`src/rtl/text_console_pkg.sv`:
```
// text_console_pkg: control codes, FSM state type and blank fill
// shared by the text console controller and its clear sequencer.
package text_console_pkg;

  localparam logic [7:0] CC_BS    = 8'h08;
  localparam logic [7:0] CC_TAB   = 8'h09;
  localparam logic [7:0] CC_LF    = 8'h0A;
  localparam logic [7:0] CC_FF    = 8'h0C;
  localparam logic [7:0] CC_CR    = 8'h0D;
  localparam logic [7:0] CC_UP    = 8'h11;
  localparam logic [7:0] CC_DOWN  = 8'h12;
  localparam logic [7:0] CC_LEFT  = 8'h13;
  localparam logic [7:0] CC_RIGHT = 8'h14;

  localparam logic [7:0] PRINT_LO  = 8'h20;
  localparam logic [7:0] PRINT_HI  = 8'h7E;
  localparam logic [7:0] BLANK_DEF = 8'h20;

  typedef enum logic [1:0] {
    IDLE,
    CLR_LINE,
    CLR_SCREEN
  } state_t;

endpackage

```
`src/rtl/text_console_clr_seq.sv`:
```
// text_console_clr_seq: row/column sweep counter that walks one row
// or the whole screen, producing one clear address per cycle.
module text_console_clr_seq
  import text_console_pkg::*;
#(
  parameter int COLS = 80,
  parameter int ROWS = 30,
  parameter int X_W  = 7,
  parameter int Y_W  = 5
) (
  input  logic               clk,
  input  logic               rst,
  input  logic               i_start,
  input  logic               i_single_row,
  input  logic [Y_W-1:0]     i_row,
  output logic [Y_W+X_W-1:0] o_addr,
  output logic               o_en,
  output logic               o_done
);

  localparam logic [X_W-1:0] XMAX = X_W'(COLS - 1);
  localparam logic [Y_W-1:0] YMAX = Y_W'(ROWS - 1);

  logic           r_act;
  logic           r_single;
  logic [Y_W-1:0] r_row;
  logic [X_W-1:0] r_col;
  logic           w_last_col;
  logic           w_last_row;

  assign w_last_col = (r_col == XMAX);
  assign w_last_row = r_single | (r_row == YMAX);
  assign o_done     = r_act & w_last_col & w_last_row;
  assign o_en       = r_act;
  assign o_addr     = {r_row, r_col};

  always_ff @(posedge clk or posedge rst) begin
    if (rst) begin
      r_act    <= 1'b0;
      r_single <= 1'b0;
      r_row    <= '0;
      r_col    <= '0;
    end else if (i_start) begin
      r_act    <= 1'b1;
      r_single <= i_single_row;
      r_row    <= i_row;
      r_col    <= '0;
    end else if (r_act) begin
      if (o_done) begin
        r_act <= 1'b0;
      end else if (w_last_col) begin
        r_col <= '0;
        r_row <= r_row + 1'b1;
      end else begin
        r_col <= r_col + 1'b1;
      end
    end
  end

endmodule

```
`src/rtl/text_console_ctrl.sv`:
```
// text_console_ctrl: character terminal with cursor, scroll and clears.
// Optional TEXT_CONSOLE_TAB_EN adds 0x09 tab stops every 8 columns.
module text_console_ctrl
  import text_console_pkg::*;
#(
  parameter int COLS   = 80,
  parameter int ROWS   = 30,
  parameter int X_W    = 7,
  parameter int Y_W    = 5,
  parameter int CHAR_W = 8,
  parameter logic [CHAR_W-1:0] BLANK = CHAR_W'(BLANK_DEF)
) (
  input  logic               clk,
  input  logic               rst,
  input  logic               ch_valid,
  output logic               ch_ready,
  input  logic [CHAR_W-1:0]  ch_data,
  output logic               wr_en,
  output logic [Y_W+X_W-1:0] wr_addr,
  output logic [CHAR_W-1:0]  wr_data,
  output logic [X_W-1:0]     cursor_x,
  output logic [Y_W-1:0]     cursor_y,
  output logic [Y_W-1:0]     row_top,
  output logic               busy
);

  localparam int YW1 = Y_W + 1;
  localparam logic [X_W-1:0] XMAX = X_W'(COLS - 1);
  localparam logic [Y_W-1:0] YMAX = Y_W'(ROWS - 1);

  state_t              r_state;
  logic [X_W-1:0]      r_x;
  logic [Y_W-1:0]      r_y;
  logic [Y_W-1:0]      r_top;
  logic                r_we;
  logic [Y_W+X_W-1:0]  r_addr;
  logic [CHAR_W-1:0]   r_data;

  state_t              w_state_n;
  logic [X_W-1:0]      w_x_n;
  logic [Y_W-1:0]      w_y_n;
  logic [Y_W-1:0]      w_top_n;
  logic                w_we_n;
  logic [Y_W+X_W-1:0]  w_addr_n;
  logic [CHAR_W-1:0]   w_data_n;
  logic                w_nl;
  logic                w_start;
  logic                w_single;
  logic [Y_W-1:0]      w_tgt;

  logic                w_acc;
  logic [Y_W:0]        w_sum;
  logic [Y_W:0]        w_sub;
  logic [Y_W-1:0]      w_phys;
  logic [X_W-1:0]      w_x_dec;
  logic                w_print;

  logic [Y_W+X_W-1:0]  w_seq_addr;
  logic                w_seq_en;
  logic                w_seq_done;

  assign ch_ready = (r_state == IDLE);
  assign busy     = ~ch_ready;
  assign w_acc    = ch_valid & ch_ready;
  assign wr_en    = r_we;
  assign wr_addr  = r_addr;
  assign wr_data  = r_data;
  assign cursor_x = r_x;
  assign cursor_y = r_y;
  assign row_top  = r_top;

  // Logical-to-physical row without a divider: both terms are < ROWS.
  assign w_sum   = {1'b0, r_y} + {1'b0, r_top};
  assign w_sub   = w_sum - YW1'(ROWS);
  assign w_phys  = (w_sum >= YW1'(ROWS)) ? w_sub[Y_W-1:0]
                                         : w_sum[Y_W-1:0];
  assign w_x_dec = r_x - 1'b1;
  assign w_print = (ch_data >= CHAR_W'(PRINT_LO)) &&
                   (ch_data <= CHAR_W'(PRINT_HI));

`ifdef TEXT_CONSOLE_TAB_EN
  localparam int XT = X_W + 4;
  logic [XT-1:0] w_tab;
  assign w_tab = (XT'(r_x) | XT'(7)) + XT'(1);
`endif

  text_console_clr_seq #(
    .COLS (COLS),
    .ROWS (ROWS),
    .X_W  (X_W),
    .Y_W  (Y_W)
  ) u_clr_seq (
    .clk          (clk),
    .rst          (rst),
    .i_start      (w_start),
    .i_single_row (w_single),
    .i_row        (w_tgt),
    .o_addr       (w_seq_addr),
    .o_en         (w_seq_en),
    .o_done       (w_seq_done)
  );

  always_comb begin
    w_state_n = r_state;
    w_x_n     = r_x;
    w_y_n     = r_y;
    w_top_n   = r_top;
    w_we_n    = 1'b0;
    w_addr_n  = r_addr;
    w_data_n  = r_data;
    w_nl      = 1'b0;
    w_start   = 1'b0;
    w_single  = 1'b0;
    w_tgt     = r_top;
    unique case (r_state)
      IDLE: begin
        if (w_acc) begin
          if (w_print) begin
            w_we_n   = 1'b1;
            w_addr_n = {w_phys, r_x};
            w_data_n = ch_data;
            if (r_x < XMAX) w_x_n = r_x + 1'b1;
            else            w_nl  = 1'b1;
          end else begin
            case (ch_data)
              CC_LF, CC_CR: w_nl = 1'b1;
              CC_BS: begin
                if (r_x != '0) begin
                  w_x_n    = w_x_dec;
                  w_we_n   = 1'b1;
                  w_addr_n = {w_phys, w_x_dec};
                  w_data_n = BLANK;
                end
              end
              CC_UP:
                w_y_n = (r_y == '0) ? YMAX : r_y - 1'b1;
              CC_DOWN:
                w_y_n = (r_y == YMAX) ? '0 : r_y + 1'b1;
              CC_LEFT:
                w_x_n = (r_x == '0) ? XMAX : r_x - 1'b1;
              CC_RIGHT:
                w_x_n = (r_x == XMAX) ? '0 : r_x + 1'b1;
              CC_FF: begin
                w_x_n     = '0;
                w_y_n     = '0;
                w_top_n   = '0;
                w_state_n = CLR_SCREEN;
                w_start   = 1'b1;
                w_tgt     = '0;
              end
`ifdef TEXT_CONSOLE_TAB_EN
              CC_TAB: begin
                if (w_tab >= XT'(COLS)) w_nl  = 1'b1;
                else                    w_x_n = w_tab[X_W-1:0];
              end
`endif
              default: ;
            endcase
          end
          if (w_nl) begin
            w_x_n = '0;
            if (r_y < YMAX) begin
              w_y_n = r_y + 1'b1;
            end else begin
              // Scroll: the old top row becomes the new bottom row.
              w_top_n   = (r_top == YMAX) ? '0 : r_top + 1'b1;
              w_state_n = CLR_LINE;
              w_start   = 1'b1;
              w_single  = 1'b1;
              w_tgt     = r_top;
            end
          end
        end
      end
      CLR_LINE, CLR_SCREEN: begin
        w_we_n   = w_seq_en;
        w_addr_n = w_seq_addr;
        w_data_n = BLANK;
        if (w_seq_done) w_state_n = IDLE;
      end
      default: w_state_n = IDLE;
    endcase
  end

  always_ff @(posedge clk or posedge rst) begin
    if (rst) begin
      r_state <= IDLE;
      r_x     <= '0;
      r_y     <= '0;
      r_top   <= '0;
      r_we    <= 1'b0;
      r_addr  <= '0;
      r_data  <= '0;
    end else begin
      r_state <= w_state_n;
      r_x     <= w_x_n;
      r_y     <= w_y_n;
      r_top   <= w_top_n;
      r_we    <= w_we_n;
      r_addr  <= w_addr_n;
      r_data  <= w_data_n;
    end
  end

endmodule

```
`config.mk`:
```
export PLATFORM = sky130hd
export DESIGN_NAME = text_console_ctrl
export DESIGN_NICKNAME = d
export VERILOG_FILES = /design/src/rtl/text_console_pkg.sv /design/src/rtl/text_console_clr_seq.sv /design/src/rtl/text_console_ctrl.sv
export SDC_FILE = /design/constraint.sdc
export NUM_CORES = 1
export LEC_CHECK = 0
export CAP_MARGIN = 20
export CORE_UTILIZATION = 55
export DETAILED_ROUTE_END_ITERATION = 7
export MAX_ROUTING_LAYER = met4
export PLACE_DENSITY = 0.91
export SLEW_MARGIN = 20
export SYNTH_ARGS = -nofsm -noshare
export SYNTH_HDL_FRONTEND = slang
export SYNTH_SLANG_ARGS = --single-unit
```
`constraint.sdc`:
```
create_clock -name clk -period 3.02 [get_ports clk]
set_input_delay 0.604 -clock clk [delete_from_list [all_inputs] [get_ports clk]]
set_output_delay 0.604 -clock clk [all_outputs]
set_load 0.02 [all_outputs]
```
==> impl_metrics.toml <==
[cells_and_area]
final_core_util_pct = 70.17
final_area_um2 = 4583
nNetsFinal = 531
drive_gt1_share_pct = 10.36
syn2layout_area_growth_pct = 20.41
diodes = 0

[synth]
synthAdderAreaFrac_pct = 6.443
synthSimpleGateAreaFrac_pct = 19.99
synth_async_sr_flop_share_pct = 100.0
synth_sequential_area_ratio_pct = 35.50
synth_warnings = 0
syn-num-nets = 472
avgSynthCellArea_um2 = 8.611
synth_cell_type_count = 70
netlist_area_um2 = 3806
synth_compound_area_share_pct = 26.76
muxShareOfSynthArea_pct = 2.367
synth_flop_cell = "dfrtp_1"
synth-seq-cells = 54
synth_top_family_by_area = "compound AO/OA/AOI/OAI gates"
syn_inst = 442
synth_edf_count = 0
synth-xor-area-share_pct = 4.142

[worst_setup_path]
max_stage_delay_ns = 0.63
criticalPathCategory = "reg -> reg"
cp_cell_sequence = "ha_1, inv_1, fa_1, nor2b_1, o21a_1, or3_1, a41oi_1, a2111oi_0, o21ai_0"
cp.arrival_ns = 3.10
rrSetupSlack_ns = 0.11
path_max_fanout = 9
cp-end-kind = "flop"
cpLargestDelayFamily = "compound AO/OA/AOI/OAI gates"
critPathBufInv = 1
slowest_stage = "a2111oi_0"
cp.required_ns = 3.21
cp-start-kind = "flop"

[cts]
ctsHoldBuffers = 0
cts_sinks = 54
cts_buffer_depth = 2
clkLatencyLatePin_ns = 0.33
cts_tree = "built"
htree_levels = 2
post_cts_buffers = 0
numCtsBuffers = 5
clk_pin_slew_ns = 0.11
root_buffer = "clkbuf_8"

[grt]
grtUsageTotal_pct = 31.69
grt_pass1_wl_mm = 17.64
antenna_found_initial = 0
grt_max_degree = 25
grt_overflow = 0
grt_pass1_vias = 3603

[placed_design]
dpl_cell_area_um2 = 4479
port_buffers = 50
hpwl_mm = 7.955
gp_congestion = 0.9244

[timing]
skew_ns = 0.01182
setup_viol = 0
rsz0062_at_grt = "false"
timing.hold.ws_ns = 0.5012
finalCriticalPeriod_ns = 2.910
drv_slew = 0
slew-limit-headroom_pct = 55.68
fmax_ghz = 0.3437
finalHoldViolations = 0
tightest_slew_ns = 0.6624
min_period_over_period_pct = 96.35
tns_ns = 0

[hold_path]
min_path_type = "reg -> reg"

[floorplanning]
die_h_um = 85.19
pin_count = 51
design.core.area_um2 = 6531
die_w_um = 85.19
dieArea_um2 = 7257
initial_utilization_pct = 58.28
rows = 29

[power_and_ir_drop]
p_leak_nw = 1.969
peakVddDrop_uv = 462.3
p_per_area_nw_per_um2 = 1004

[detailed_routing]
vias = 3803
via_per_inst = 6.568
drtIter0Drc = 424
drc = 0
drt_wl_total_mm = 10.76
wl_per_cell_um = 18.58
drt-pass1-iter-count = 5
ant_nets = 0

[run]
cap_violations = 0

[run_status]
status = "complete, no violations"
[cell type report]
| cell class | count | area, um2 |
|---|---|---|
| clock buffer | 5 | 68.82 |
| fill | 467 | 1948 |
| sequential | 54 | 1351 |
| multi-input combinational | 346 | 2283 |
| timing repair buffer | 75 | 688.2 |
| tap | 77 | 96.34 |
| inverter | 19 | 71.32 |
| clock inverter | 3 | 23.77 |
[stage by stage]
stage	setup WS, ns	instances	total power (W)
finish	0.1103	579	0.004604
floorplan	0.6239	442	0.003093
detailed placement	-0.1112	571	0.004103
global route	0.09567	579	0.004906
global placement	-0.01154	571	0.003959
CTS	0.1988	579	0.004543
[synth_stat cells (all sizes together), types with 6 or more instances]
| master | n | area share, % |
|---|---|---|
| a211oi | 6 | 1.3 |
| a21o | 7 | 1.4 |
| a21oi | 30 | 3.9 |
| a22o | 9 | 2.1 |
| a31oi | 7 | 1.3 |
| and3 | 7 | 1.2 |
| buf | 8 | 1.4 |
| clkbuf | 15 | 1.5 |
| dfrtp | 54 | 36 |
| ha | 18 | 5.9 |
| inv | 19 | 1.9 |
| mux2i | 9 | 2.4 |
| nand2 | 43 | 4.2 |
| nand2b | 6 | 0.99 |
| nand3 | 14 | 1.8 |
| nand4 | 8 | 1.3 |
| nor2 | 37 | 3.6 |
| nor3 | 13 | 2.1 |
| o21ai | 42 | 5.5 |
| o31ai | 6 | 1.2 |
| xnor2 | 11 | 2.5 |
| xor2 | 7 | 1.6 |
[repair_timing]
action,4_1_cts,5_1_grt
hold endpoints to repair,0,0
gates resized for setup,0,1
endpoints found under the setup margin,0,6
[worst register-to-register path, stage by stage, from the launching register on]
cell and delay [ns]:
dfrtp_1 0.56, ha_1 0.28, inv_1 0.07, fa_1 0.40, nor2b_1 0.18, o21a_1 0.16
or3_1 0.16, a41oi_1 0.17, a2111oi_0 0.63, o21ai_0 0.18
[state kept, by name, indices dropped and copies added (netlist names), 2 cells and up]
name and flops:
cursor_x 7, cursor_y 5, r_state 2, row_top 5
u_clr_seq.r_col 7, u_clr_seq.r_row 5, wr_addr 12, wr_data 8
[routing by layer]
metal  GRT usage, %  up-vias  wire, um
li1               -     1748         -
met1          41.65     1811      4423
met2          51.03      216      5175
met3          4.183       28       905
met4          10.17        0       255
met5              -        -         0
[cell families after synthesis]
family	count (synthesis)
XOR/XNOR	18
AO/OA/AOI/OAI	148
flip-flops	54
multiplexers	9
adder cells (fa/ha/maj)	19
AND/OR/NAND/NOR	152
buffers and inverters	42
[worst paths after layout]
kind,startpoint,endpoint,cells past startpoint
worst min register to register,wr_data[7]$_DFFE_PP0P_,wr_data[7]$_DFFE_PP0P_,1
worst max-delay path,cursor_y[0]$_DFFE_PP0P_,wr_addr[10]$_DFFE_PP0P_,9
worst min-delay path,wr_data[7]$_DFFE_PP0P_,wr_data[7]$_DFFE_PP0P_,1
min in group asynchronous,rst,wr_addr[2]$_DFFE_PP0P_,2
max in group asynchronous,rst,wr_addr[7]$_DFFE_PP0P_,3
worst max register to register,cursor_y[0]$_DFFE_PP0P_,wr_addr[10]$_DFFE_PP0P_,9
[power by group]
group | internal (W) | switching [W] | total (W)
logic | 0.00120 | 0.00153 | 0.00272
clock network | 0.000167 | 0.000270 | 0.000436
registers | 0.00102 | 0.000425 | 0.00144
[layout by cell type, fill, tap and decap left out, drive strengths merged, types with 3 or more instances in the layout]
cell type,instances
and2,3
a2111oi,3
dfrtp,54
o21ai,42
nand2b,6
nor2,37
nor3,13
nand3,14
o31ai,6
a211oi,6
mux2i,9
clkbuf,5
nor2b,4
and3,7
xnor2,11
a21oi,30
a32o,3
inv,20
nand4,8
a22oi,3
a22o,9
or3,5
a31oi,7
ha,18
xor2,7
clkdlybuf4s50,50
nand2,43
buf,25
nor4,3
a41oi,3
a21o,7
Power figures use the tool's default switching activity.
